===== config.mk =====
export PLATFORM = sky130hd
export DESIGN_NAME = banco_varredura
export DESIGN_NICKNAME = d
export VERILOG_FILES = /design/src/rtl/banco_varredura.sv
export SDC_FILE = /design/constraint.sdc
export NUM_CORES = 1
export LEC_CHECK = 0
export CAP_MARGIN = 20
export CORE_MARGIN = 1
export CORE_UTILIZATION = 46
export DETAILED_ROUTE_END_ITERATION = 8
export GPL_TIMING_DRIVEN = 1
export PLACE_DENSITY = 0.79
export SYNTH_ARGS = -nofsm -noshare
export SYNTH_HDL_FRONTEND = slang
export SYNTH_SLANG_ARGS = --single-unit

===== constraint.sdc =====
create_clock -name clk -period 1.8 [get_ports clk]
set_input_delay 0.18 -clock clk [delete_from_list [all_inputs] [get_ports clk]]
set_output_delay 0.18 -clock clk [all_outputs]
set_load 0.01 [all_outputs]

===== src/rtl/banco_varredura.sv =====
// banco_varredura: eight-entry register bank plus a scan sequencer that steps
// the 8:1 multiplexer select through a programmable index range under a
// valid/ready handshake. Single-pass, cyclic, wrap-around and abort supported.

// One bank entry: synchronous clear, write-enabled load.
module banco_entrada #(
    parameter int LARGURA = 8
) (
    input  logic               clk,
    input  logic               rst,
    input  logic               we,
    input  logic [LARGURA-1:0] d,
    output logic [LARGURA-1:0] q
);
    // Entry storage; reset wins over a coincident write.
    always_ff @(posedge clk) begin
        if (rst)     q <= '0;
        else if (we) q <= d;
    end
endmodule

module banco_varredura #(
    parameter int LARGURA = 8
) (
    input  logic               clk,
    input  logic               rst,
    input  logic               wr_en,
    input  logic [2:0]         wr_addr,
    input  logic [LARGURA-1:0] wr_data,
    input  logic               iniciar,
    input  logic [2:0]         primeiro,
    input  logic [2:0]         ultimo,
    input  logic               ciclico,
    input  logic               parar,
    input  logic               pronto,
    output logic [LARGURA-1:0] E0,
    output logic [LARGURA-1:0] E1,
    output logic [LARGURA-1:0] E2,
    output logic [LARGURA-1:0] E3,
    output logic [LARGURA-1:0] E4,
    output logic [LARGURA-1:0] E5,
    output logic [LARGURA-1:0] E6,
    output logic [LARGURA-1:0] E7,
    output logic [2:0]         Sinal,
    output logic               valido,
    output logic               ocupado,
    output logic               fim
);
    typedef enum logic [1:0] {OCIOSO, VARRENDO, FIM} estado_t;

    estado_t                  estado, prox;
    logic [2:0]               sinal_prox;
    logic [2:0]               prim_l, ult_l;
    logic                     cic_l;
    logic                     transf;
    logic [7:0][LARGURA-1:0]  banco;

    // Bank: one entry instance per index, decoded write enable.
    for (genvar g = 0; g < 8; g++) begin : g_banco
        banco_entrada #(.LARGURA(LARGURA)) u_ent (
            .clk (clk),
            .rst (rst),
            .we  (wr_en && (wr_addr == 3'(g))),
            .d   (wr_data),
            .q   (banco[g])
        );
    end

    assign E0 = banco[0];
    assign E1 = banco[1];
    assign E2 = banco[2];
    assign E3 = banco[3];
    assign E4 = banco[4];
    assign E5 = banco[5];
    assign E6 = banco[6];
    assign E7 = banco[7];

    // valido is a register that mirrors VARRENDO, so it is safe to use here.
    assign transf = valido && pronto;

    // Next state and next select; parar outranks a coincident transfer.
    always_comb begin
        prox       = estado;
        sinal_prox = Sinal;
        case (estado)
            OCIOSO: begin
                if (iniciar) begin
                    prox       = VARRENDO;
                    sinal_prox = primeiro;
                end
            end
            VARRENDO: begin
                if (parar) begin
                    prox = OCIOSO;
                end else if (transf) begin
                    if (Sinal != ult_l) sinal_prox = Sinal + 3'd1;
                    else if (cic_l)     sinal_prox = prim_l;
                    else                prox       = FIM;
                end
            end
            FIM:     prox = OCIOSO;
            default: prox = OCIOSO;
        endcase
    end

    // State, select and status flags; flags are decoded from the next state
    // so every output leaves a flop.
    always_ff @(posedge clk) begin
        if (rst) begin
            estado  <= OCIOSO;
            Sinal   <= '0;
            valido  <= 1'b0;
            ocupado <= 1'b0;
            fim     <= 1'b0;
        end else begin
            estado  <= prox;
            Sinal   <= sinal_prox;
            valido  <= (prox == VARRENDO);
            ocupado <= (prox != OCIOSO);
            fim     <= (prox == FIM);
        end
    end

    // Scan range is captured only when a start is accepted.
    always_ff @(posedge clk) begin
        if (rst) begin
            prim_l <= '0;
            ult_l  <= '0;
            cic_l  <= 1'b0;
        end else if (estado == OCIOSO && iniciar) begin
            prim_l <= primeiro;
            ult_l  <= ultimo;
            cic_l  <= ciclico;
        end
    end
endmodule


==> metrics <==
Clock transition at path regs=0.08 ns; post-route setup slack=0.193 ns; chip height=82.9 um; final global-route overflow total=0; cts bufs inserted=9; Max transition margin=0.679; hold depth=2; width of the die=82.9 um; number of antenna cells inserted=0; peak clock frequency supported by timing=622 MHz; number of setup violations in the final report=0; Clock Skew=0.00197 ns; slowest cell on the critical path=sky130_fd_sc_hd__clkdlybuf4s50_1; wire length per cell after detailed routing=14.6 um; via count of the first global-routing pass=2789; number of filler cells placed in the layout=516; TritonRoute pass-1 iters=4; overall routed net length=8.29 mm; Main synth FF type=sky130_fd_sc_hd__dfxtp_1; final HPWL from detailed placement=5.72 mm; buffers added on ports=93; run status=complete, no violations; largest net degree at the start of global routing=43; required time at the endpoint of the critical path=1.62 ns; async set-or-reset flop fraction in the synthesized netlist=0; Largest stage delay, worst path=0.53 ns; net count of the mapped netlist=408; element type at the critical path start=register; Max VDD drop=0.649 mV; Antenna Violating Nets Remaining=0; sequential element share of the synthesized area=0.525; clock sink count=79; max-cap check violation count=0; share of the clock period used by the worst path after layout=0.893; mean number of vias per cell=5.25; area of the core=0.00635 mm2; sum of negative setup slack=0 ns; Placer Congestion=0.870; number of hold violations in the final report=0; source-to-sink clock delay at the later pin of the worst-skew pair=0.35 ns; data arrival time of the worst path=1.43 ns; num ports=94; Die Area=0.00688 mm2; Static Leakage=1.53 nW; DRC violation count after routing=0; H-tree levels=3; Syn. warnings=0; Post-Syn Instances=383; CTS tree=built; capturing element type of the critical path=primary output; class of the tightest hold or removal check=input pin to register; number of library cell types mapped by synthesis=31; cell at the root of the clock tree=sky130_fd_sc_hd__clkbuf_8; wire length of the first global-routing pass=13.6 mm; type of the worst setup path=register to primary output; count of flip-flops with a built-in enable after synthesis=0; Sequential cell area=0.00158 mm2; pwr/cell area=921 mW/mm2; Avg Synthesized Cell Area=7.87 um2; total power after layout=4.03 mW; largest fanout of any net on the critical path=5; GRT Overall Usage=0.248; Max Transition Viols Final=0; number of violations reported at the end of detailed-routing iteration 0=155; effective utilization at floorplan=0.474; via count=2969; path depth of the worst reg2reg path=4; Seq cells post-synth=79; area occupied by multi-input gates=0.00135 mm2; CTS-repair resized insts=0; hold_buf cts=0; Worst-Margin Slew=0.480 ns; Cell Area, Synth=0.00301 mm2; number of buffers inserted by post-CTS setup repair=0; dpl ws=0.148 ns; number of antenna violations at the first check in global routing=0; fin nets=509; post-route cell area=0.00437 mm2; setup repair after global routing missed its margin=no; shortest clock period the worst path allows after layout=1.61 ns; critical path cell sequence=buf_4 > clkdlybuf4s50_1; share of cells above drive strength 1=0.0859; synth-to-layout area growth=45.2%; Cell Rows=29; maximum count of clock buffers along a single path=2; instance area at placement=0.00410 mm2
per-layer routing:
layer / up-vias / global-route usage / share of wire
met5: - / 0 / 0
met4: 0 / 0.132 / 0.026
li1: 1459 / - / -
met2: 94 / 0.390 / 0.46
met1: 1390 / 0.313 / 0.44
met3: 26 / 0.0646 / 0.068
cell families (layout without fill, tap and decap cells):
group / after synthesis / after routing / synth area share
AOI/OAI and AO/OA: 87 / 87 / 0.155
xor gates and xnor gates: 7 / 7 / 0.0278
and+or+nand+nor: 186 / 186 / 0.260
buffers and inverters: 23 / 129 / 0.0287
adders and majority gates: 1 / 1 / 0.00415
DFF: 79 / 79 / 0.525
Yosys cell counts, drive strengths merged (4+ instances only):
library cell / n / area share
nor3: 5 / 0.012
clkbuf: 11 / 0.014
nor2: 10 / 0.012
nand2: 149 / 0.19
a21oi: 73 / 0.12
nor2b: 4 / 0.0083
buf: 10 / 0.012
xnor2: 4 / 0.012
nand2b: 4 / 0.0083
nand3: 6 / 0.010
dfxtp: 79 / 0.52
layout make-up:
type                    count  area share
repair buffers            111       0.245
clock buffers              11      0.0323
flip-flops and latches     79       0.362
inverters                   2     0.00172
well taps                  77      0.0220
clock inverters             5      0.0295
multi-input cells         281       0.307
worst max-delay path, delay by kind of cell, from the launching register on:
family	cells	cell delay, ns
flops	1	0.39
buf+inv	2	0.69
flip-flops by register name, indices dropped and copies added (netlist names):
| name | count |
|---|---|
| Sinal | 3 |
| prim_l | 3 |
| cic_l | 1 |
| valido | 1 |
| g_banco.u_ent.q | 64 |
| ocupado | 1 |
| ult_l | 3 |
| estado | 2 |
| fim | 1 |
power by group:
group          leakage (nW)  total (mW)  internal [mW]  switching [mW]
Combinational         0.751       0.454          0.213           0.240
Clock                 0.134        1.74           1.10           0.639
Sequential            0.641        1.84           1.80          0.0378
Total                  1.53        4.03           3.11           0.917
per-stage QoR:
step           hold slack (ns)  std cells  utilization
6_report                 0.207        566        0.689
2_1_floorplan            0.316        383            -
3_5_place_dp             0.448        550        0.646
3_3_place_gp             0.441        550        0.646
4_1_cts                  0.200        566        0.689
5_1_grt                  0.215        566        0.689
worst paths after layout:
check                                to                  start  slack (ns)
setup reg to reg                 valido               Sinal[2]        0.23
hold / removal                  ocupado                    rst        0.21
hold reg to reg   g_banco[1].u_ent.q[7]  g_banco[1].u_ent.q[7]        0.46
setup / recovery               Sinal[0]               Sinal[0]        0.19
placed cells by master, fill, tap and decap left out:
master,n
sky130_fd_sc_hd__nand2_1,149
sky130_fd_sc_hd__clkdlybuf4s50_1,92
sky130_fd_sc_hd__dfxtp_1,79
sky130_fd_sc_hd__a21oi_1,73
sky130_fd_sc_hd__buf_4,17
sky130_fd_sc_hd__nor2_1,10
sky130_fd_sc_hd__clkbuf_8,10
sky130_fd_sc_hd__nand3_1,6
sky130_fd_sc_hd__nand2b_1,4
sky130_fd_sc_hd__nor2b_1,4
sky130_fd_sc_hd__xnor2_1,4
sky130_fd_sc_hd__bufinv_16,4
sky130_fd_sc_hd__xor2_2,3
sky130_fd_sc_hd__a211oi_1,3
sky130_fd_sc_hd__nor3_1,3
sky130_fd_sc_hd__nor3_2,2
sky130_fd_sc_hd__and2_1,2
sky130_fd_sc_hd__inv_1,2
sky130_fd_sc_hd__o21ai_0,2
sky130_fd_sc_hd__o2111ai_1,2
sky130_fd_sc_hd__o31ai_1,2
sky130_fd_sc_hd__or4_4,1
sky130_fd_sc_hd__nor3b_2,1
sky130_fd_sc_hd__o21ai_1,1
sky130_fd_sc_hd__nand4_1,1
sky130_fd_sc_hd__nor4_2,1
sky130_fd_sc_hd__o21a_1,1
sky130_fd_sc_hd__nor4_1,1
sky130_fd_sc_hd__o211ai_1,1
sky130_fd_sc_hd__o311a_1,1
sky130_fd_sc_hd__and4_1,1
sky130_fd_sc_hd__a31oi_1,1
sky130_fd_sc_hd__ha_1,1
sky130_fd_sc_hd__clkinv_4,1
sky130_fd_sc_hd__clkbuf_1,1
sky130_fd_sc_hd__buf_2,1
sky130_fd_sc_hd__buf_12,1
No activity file was read; power rests on OpenSTA's default activity.
